### src/rtl/input_debounce_pkg.sv
// Shared definitions for the pin-input debounce family: FSM state encodings and glitch counter limits.
// Latency: n/a (definitions only).
// Backpressure: n/a.
package input_debounce_pkg;

    typedef enum logic [1:0] {
        IDLE_LOW  = 2'd0,
        CHK_HIGH  = 2'd1,
        IDLE_HIGH = 2'd2,
        CHK_LOW   = 2'd3
    } state_t;

    localparam int              GLITCH_CNT_W   = 8;
    localparam logic [GLITCH_CNT_W-1:0] GLITCH_CNT_MAX = '1;

endpackage

### src/rtl/input_debounce_sync_chain.sv
// Multi-flop synchroniser bringing an asynchronous level into the clock domain.
// Latency: STAGES clocks from capture to q.
// Backpressure: none, free-running.
module sync_chain #(
    parameter int STAGES = 2
) (
    input  logic clock,
    input  logic rst,
    input  logic d,
    output logic q
);

    logic [STAGES-1:0] ff;

    always_ff @(posedge clock or posedge rst) begin
        if (rst) begin
            ff <= '0;
        end else begin
            ff <= {ff[STAGES-2:0], d};
        end
    end

    assign q = ff[STAGES-1];

endmodule

### src/rtl/input_debounce.sv
// Synchronise and debounce a raw pin level; optional abort counter under DEBOUNCE_GLITCH_CNT_EN.
// Latency: dout follows SYNC_STAGES+DEBOUNCE_CYCLES clocks after the first sync flop captures a new level.
// Backpressure: none, free-running level path.
module input_debounce
    import input_debounce_pkg::*;
#(
    parameter  int SYNC_STAGES     = 2,
    parameter  int DEBOUNCE_CYCLES = 4,
    localparam int CNT_W           = $clog2(DEBOUNCE_CYCLES + 1)
) (
    input  logic                    clock,
    input  logic                    rst,
    input  logic                    din_async,
    output logic                    dout,
`ifdef DEBOUNCE_GLITCH_CNT_EN
    output logic [GLITCH_CNT_W-1:0] glitch_cnt,
`endif
    output logic                    busy
);

    localparam logic [CNT_W-1:0] CNT_LAST = CNT_W'(DEBOUNCE_CYCLES - 1);

    logic       s;
    state_t     state;
    logic [CNT_W-1:0] cnt;

    sync_chain #(
        .STAGES (SYNC_STAGES)
    ) u_sync (
        .clock (clock),
        .rst   (rst),
        .d     (din_async),
        .q     (s)
    );

    // Any sample back at the old level during a check throws away all accumulated credit.
    always_ff @(posedge clock or posedge rst) begin
        if (rst) begin
            state <= IDLE_LOW;
            cnt   <= '0;
            dout  <= 1'b0;
        end else begin
            case (state)
                IDLE_LOW: begin
                    cnt <= '0;
                    if (s) state <= CHK_HIGH;
                end
                CHK_HIGH: begin
                    if (!s) begin
                        state <= IDLE_LOW;
                        cnt   <= '0;
                    end else if (cnt == CNT_LAST) begin
                        state <= IDLE_HIGH;
                        dout  <= 1'b1;
                        cnt   <= '0;
                    end else begin
                        cnt <= cnt + CNT_W'(1);
                    end
                end
                IDLE_HIGH: begin
                    cnt <= '0;
                    if (!s) state <= CHK_LOW;
                end
                CHK_LOW: begin
                    if (s) begin
                        state <= IDLE_HIGH;
                        cnt   <= '0;
                    end else if (cnt == CNT_LAST) begin
                        state <= IDLE_LOW;
                        dout  <= 1'b0;
                        cnt   <= '0;
                    end else begin
                        cnt <= cnt + CNT_W'(1);
                    end
                end
                default: begin
                    state <= IDLE_LOW;
                    cnt   <= '0;
                end
            endcase
        end
    end

    assign busy = (state == CHK_HIGH) || (state == CHK_LOW);

`ifdef DEBOUNCE_GLITCH_CNT_EN
    logic abort;

    assign abort = ((state == CHK_HIGH) && !s) || ((state == CHK_LOW) && s);

    // Saturating so a noisy pin can never make the count look small again.
    always_ff @(posedge clock or posedge rst) begin
        if (rst) begin
            glitch_cnt <= '0;
        end else if (abort && (glitch_cnt != GLITCH_CNT_MAX)) begin
            glitch_cnt <= glitch_cnt + GLITCH_CNT_W'(1);
        end
    end
`endif

endmodule

### config.mk
export PLATFORM = sky130hd
export DESIGN_NAME = input_debounce
export DESIGN_NICKNAME = d
export VERILOG_FILES = /design/src/rtl/input_debounce_pkg.sv /design/src/rtl/input_debounce_sync_chain.sv /design/src/rtl/input_debounce.sv
export SDC_FILE = /design/constraint.sdc
export NUM_CORES = 1
export LEC_CHECK = 0
export ABC_AREA = 1
export CORE_AREA = 2 2 39 41
export DETAILED_ROUTE_END_ITERATION = 10
export DIE_AREA = 0 0 41 43
export GPL_TIMING_DRIVEN = 1
export PLACE_DENSITY_LB_ADDON = 0.15
export SYNTH_ARGS = -nofsm -noshare
export SYNTH_HDL_FRONTEND = slang
export SYNTH_SLANG_ARGS = --single-unit
### constraint.sdc
create_clock -name clock -period 1.09 [get_ports clock]
set_input_delay 0.109 -clock clock [delete_from_list [all_inputs] [get_ports clock]]
set_output_delay 0.109 -clock clock [all_outputs]
set_load 0.03 [all_outputs]
==> Word level (Yosys, flattened, before mapping) <==
Cells that the tools add are included.
{ "classes": {"n_reduce_logical": 6, "addsub": 1, "muxes": 16, "n_eq_ne": 12} }
{ "ops": {"columns": ["operator", "count"], "rows": [
  ["two-way mux 2 bit", 6],
  ["two-way mux 3 bit", 3],
  ["one-hot mux 3 bit (3 select lines)", 1],
  ["inequality test 2 bit, second input constant", 4],
  ["one-hot mux 2 bit (4 select lines)", 1],
  ["AND reduction 5 bit", 1],
  ["== test 2 bit, second input constant", 2],
  ["two-way mux 1 bit", 4],
  ["inequality test 2 x 1 -> 1 bit, second input constant", 2],
  ["AND reduction 4 bit", 1],
  ["adder 3 x 1 -> 3 bit, second input constant", 1],
  ["== test 3 x 2 -> 1 bit, second input constant", 1],
  ["inequality test 3 x 2 -> 1 bit, second input constant", 1],
  ["inequality test 3 bit, second input constant", 1],
  ["== test 2 x 1 -> 1 bit, second input constant", 1],
  ["logical NOT 2 bit", 1],
  ["one-hot mux 1 bit (2 select lines)", 1],
  ["nonzero test 2 bit", 1],
  ["OR reduction 2 bit", 1],
  ["logical OR 1 bit", 1]
]} }
{ "word_totals": {"word_cells": 39, "out_inout_bits": 2, "register_bits": 8, "in_bits": 3} }

==> Logic depth before layout (Yosys ltp) <==
{ "logic_depth": {"depth_word": 4, "depth_mapped": 6, "depth_no_buf": 6} }

==> Modules after synthesis <==
A second synthesis with hierarchy kept.
{ "hier_totals": {"hier_cells": 36, "hier_area_um2": 334.1} }
{ "modules_own_cells": {"columns": ["module", "area_per_inst_um2", "instances", "cells_per_inst", "seq_area_each_um2"], "rows": [
  ["input_debounce", 280.3, 1, 33, 150.1],
  ["sync_chain", 53.8, 1, 3, 50.0]
]} }

==> Worst setup path after synthesis <==
OpenSTA, ideal clock, no wires.
{ "synth_timing": {"kind": "flip-flop to flip-flop", "startpoint": "register cnt[0]", "endpoint": "register with a tool-made name", "t_arrival_ps": 818, "required_ps": 964, "n_path_buf": 0, "setup_time_ps": 126, "period_less_slack_ps": 944, "path_stages_with_launch": 6, "path_slack_ps": 146, "cell_sequence": "dfrtp_1 -> ha_1 -> nand2_1 -> nor2_4 -> nand2_1 -> o21ai_0"} }
{ "synth_rtl": {"columns": ["item", "line_no", "source"], "rows": [
  ["start: declaration", "input_debounce.sv:25", "logic [CNT_W-1:0] cnt;"],
  ["start signal: assignment", "input_debounce.sv:57", "cnt <= cnt + CNT_W'(1);"],
  ["start signal: assignment", "input_debounce.sv:73", "cnt <= cnt + CNT_W'(1);"]
]} }

==> Worst setup path after layout <==
{ "layout_timing": {"startpoint": "register cnt[0]", "endpoint": "register dout"} }
{ "layout_between": {"elab_chain_len": 3, "elab_cells_between_ends": 4, "cone_classes": "eq/ne: 3; reduce/logical: 1"} }
{ "layout_lines": {"columns": ["item", "line_no", "source"], "rows": [
  ["== test 3 x 2 -> 1 bit *", "input_debounce.sv:52, input_debounce.sv:68", null],
  ["inequality test 2 bit (no line)", null, null],
  ["AND reduction 5 bit (no line) *", null, null],
  ["end signal: assignment", "input_debounce.sv:41", "dout <= 1'b0;"],
  ["end signal: assignment", "input_debounce.sv:54", "dout <= 1'b1;"],
  ["end signal: assignment", "input_debounce.sv:70", "dout <= 1'b0;"],
  ["end: declaration", "input_debounce.sv:14", "output logic dout,"]
]} }
Every way passes the cells marked *; elsewhere a longest branch is shown, timed or not.
A chain may end at the register's enable or synchronous reset.

==> flow_summary_export.csv <==
group,metric,value,unit
floorplan,dieArea,1760,um2
setup_path,crit_path_end_kind,"flop",
placement,gp_congestion,0.621,
layout,drive_above_1_share,0.214,
timing,finClkSkew,6.36,ps
placement,post-place-ws,69.0,ps
placement,io_buffers,4,
timing,finalHoldViolations,0,
synthesis,ys_types,11,
setup_path,r2r_end,"dout$_DFFE_PP0P_",
layout,syn2layout_area_growth,26.6,%
drt,drc,0,
grt,antenna_found_initial,0,
layout,fillers,148,
timing,setup_slack,81.0,ps
floorplan,io_pins,5,
timing,worst_pin_slew,300,ps
clock_tree,cts_tree,"done",
clock_tree,hold_buffers,0,
grt,grt_pass1_wl,855,um
layout,diodes,0,
layout,mostFrequentLayoutCell,"nand2_1",
drt,drt-total-wl,504,um
setup_path,critPathKind,"flop to flop",
setup_path,critPathMaxFanout,5,
power_and_ir_drop,peakVddDrop,0.784,mV
drt,via_per_inst,3.88,
setup_path,rr_worst_depth,6,
floorplan,die_h,43,um
synthesis,synthCells,35,
clock_tree,path_clk_slew,50,ps
run,drv_cap,0,
floorplan,initial_core_util,0.234,
power_and_ir_drop,pwr_density_cell,1820,nW/um2
setup_path,crit_required,1230,ps
setup_path,r2r_slack,80,ps
timing,slew_headroom,0.800,
synthesis,synth_seq_cells,8,
grt,grt_max_degree,9,
timing,min_period,1010,ps
layout,seq_area,200,um2
synthesis,ys_warn_count,0,
setup_path,r2r-start,"cnt[0]$_DFF_PP0_",
grt,grt_overflow_total,0,
drt,ant_nets,0,
synthesis,ys_seq_area_frac,0.618,
timing,rsz0062_at_grt,"yes",
drt,dr.pass1.iters,4,
placement,dp_cells,54,
timing,setup_viol,0,
setup_path,cp.arrival,1150,ps
synthesis,syn_nets,39,
floorplan,core_area,1380,um2
setup_path,start_kind,"flop",
power_and_ir_drop,leakage,0.208,nW
min_path,hold_class,"input port to asynchronous set/reset pin",
timing,fmax,991,MHz
drt,top_layer,"met3",
clock_tree,cts.sinks,8,
timing,slew_viol_final,0,
drt,vias,225,
layout,multi_input_comb_area,98.8,um2
drt,drt-met1-wl,229,um
synthesis,synth_area,324,um2
clock_tree,clk_path_buf_depth,2,
drt,wire_per_inst,8.69,um
placement,hpwlAfterDp,396,um
clock_tree,worstSkewPairLatency,250,ps
layout,fin_cells,58,
drt,dr_wl_met2,264,um
run_status,outcome,"finished clean",
drt,drt_iter0_markers,4,
clock_tree,cts-buffers-inserted,3,
layout,finalNetCount,48,
floorplan,num_rows,14,
clock_tree,h-tree-depth,1,
synthesis,synth.avg_cell_area,9.26,um2
floorplan,die_x,41,um
layout,final_cell_mix,"9 x nand2_1, 8 x dfrtp_1, 7 x inv_1",
timing,timing.final.crit_share,0.926,
drt,wl_met3,10,um
clock_tree,cts-root-buf,"clkbuf_4",
grt,grt_pass1_vias,230,
grt,grt_util_all_layers,0.0772,
[final cells by class]
cell class / instances / area share
Clock buffer: 3 / 0.0549
Inverter: 7 / 0.0640
Multi-Input combinational cell: 19 / 0.241
Sequential cell: 8 / 0.488
Tap cell: 16 / 0.0488
Timing Repair Buffer: 5 / 0.104
[worst max-delay path: stages, from the launching register on]
cell and delay, ps:
dfrtp_1 350, ha_2 180, nand2_2 70, nor2_4 150, nand2_1 70, nand2_1 50, nand2_1 40
[where the power goes]
group / total, mW / internal (mW) / switching [mW] / leakage, nW
Combinational: 0.165 / 0.0654 / 0.0993 / 0.0907
Sequential: 0.363 / 0.339 / 0.0238 / 0.103
Clock: 0.220 / 0.126 / 0.0941 / 0.0138
[cell families (layout without fill, tap and decap cells)]
| kind of cell | after synthesis | in the layout | synth area share |
|---|---|---|---|
| flip-flops | 8 | 8 | 0.618 |
| buffers and inverters | 8 | 15 | 0.0927 |
| AND/OR/NAND/NOR | 16 | 16 | 0.220 |
| adder cells (fa/ha/maj) | 1 | 1 | 0.0386 |
| AO/OA/AOI/OAI | 2 | 2 | 0.0309 |
[worst max path at each step]
| stage | slack (ps) | endpoint | startpoint | cells past startpoint |
|---|---|---|---|---|
| floorplan | 150 | flop | cnt[0]$_DFF_PP0_ | 5 |
| global placement | 110 | dout$_DFFE_PP0P_ | cnt[0]$_DFF_PP0_ | 6 |
| detailed placement | 70 | dout$_DFFE_PP0P_ | cnt[0]$_DFF_PP0_ | 6 |
| CTS | 70 | dout$_DFFE_PP0P_ | cnt[0]$_DFF_PP0_ | 6 |
| global route | -20 | dout$_DFFE_PP0P_ | cnt[0]$_DFF_PP0_ | 6 |
| finish | 80 | dout$_DFFE_PP0P_ | cnt[0]$_DFF_PP0_ | 6 |
[metrics by stage]
step / TNS [ps] / total power, mW / hold slack (ps) / area [um2] / utilization
6_report: 0 / 0.747 / 97.0 / 410 / 0.297
2_1_floorplan: 0 / 0.473 / -75.3 / 324 / -
4_1_cts: 0 / 0.748 / 101 / 398 / 0.288
3_3_place_gp: 0 / 0.515 / 341 / 375 / 0.271
3_5_place_dp: 0 / 0.521 / 352 / 375 / 0.271
5_1_grt: -24.4 / 0.796 / 128 / 410 / 0.297
[synthesized netlist by cell type (all sizes together)]
cell,n,area share
nor2,4,0.069
inv,7,0.081
a21oi,1,0.015
ha,1,0.039
or2,1,0.019
clkbuf,1,0.012
dfrtp,8,0.62
o21ai,1,0.015
nand2,10,0.12
nand3,1,0.015
[what timing repair did]
item | 4_1_cts | 5_1_grt
buffers inserted | 0 | 1
setup endpoints to repair | 0 | 1
gates resized for setup | 0 | 2
[metal layers]
metal	GRT usage	up-vias
li1	-	117
met1	0.0970	105
met2	0.0906	3
met3	0.0314	0
met4	0.0800	0
met5	0	-
Power figures use the tool's default switching activity.
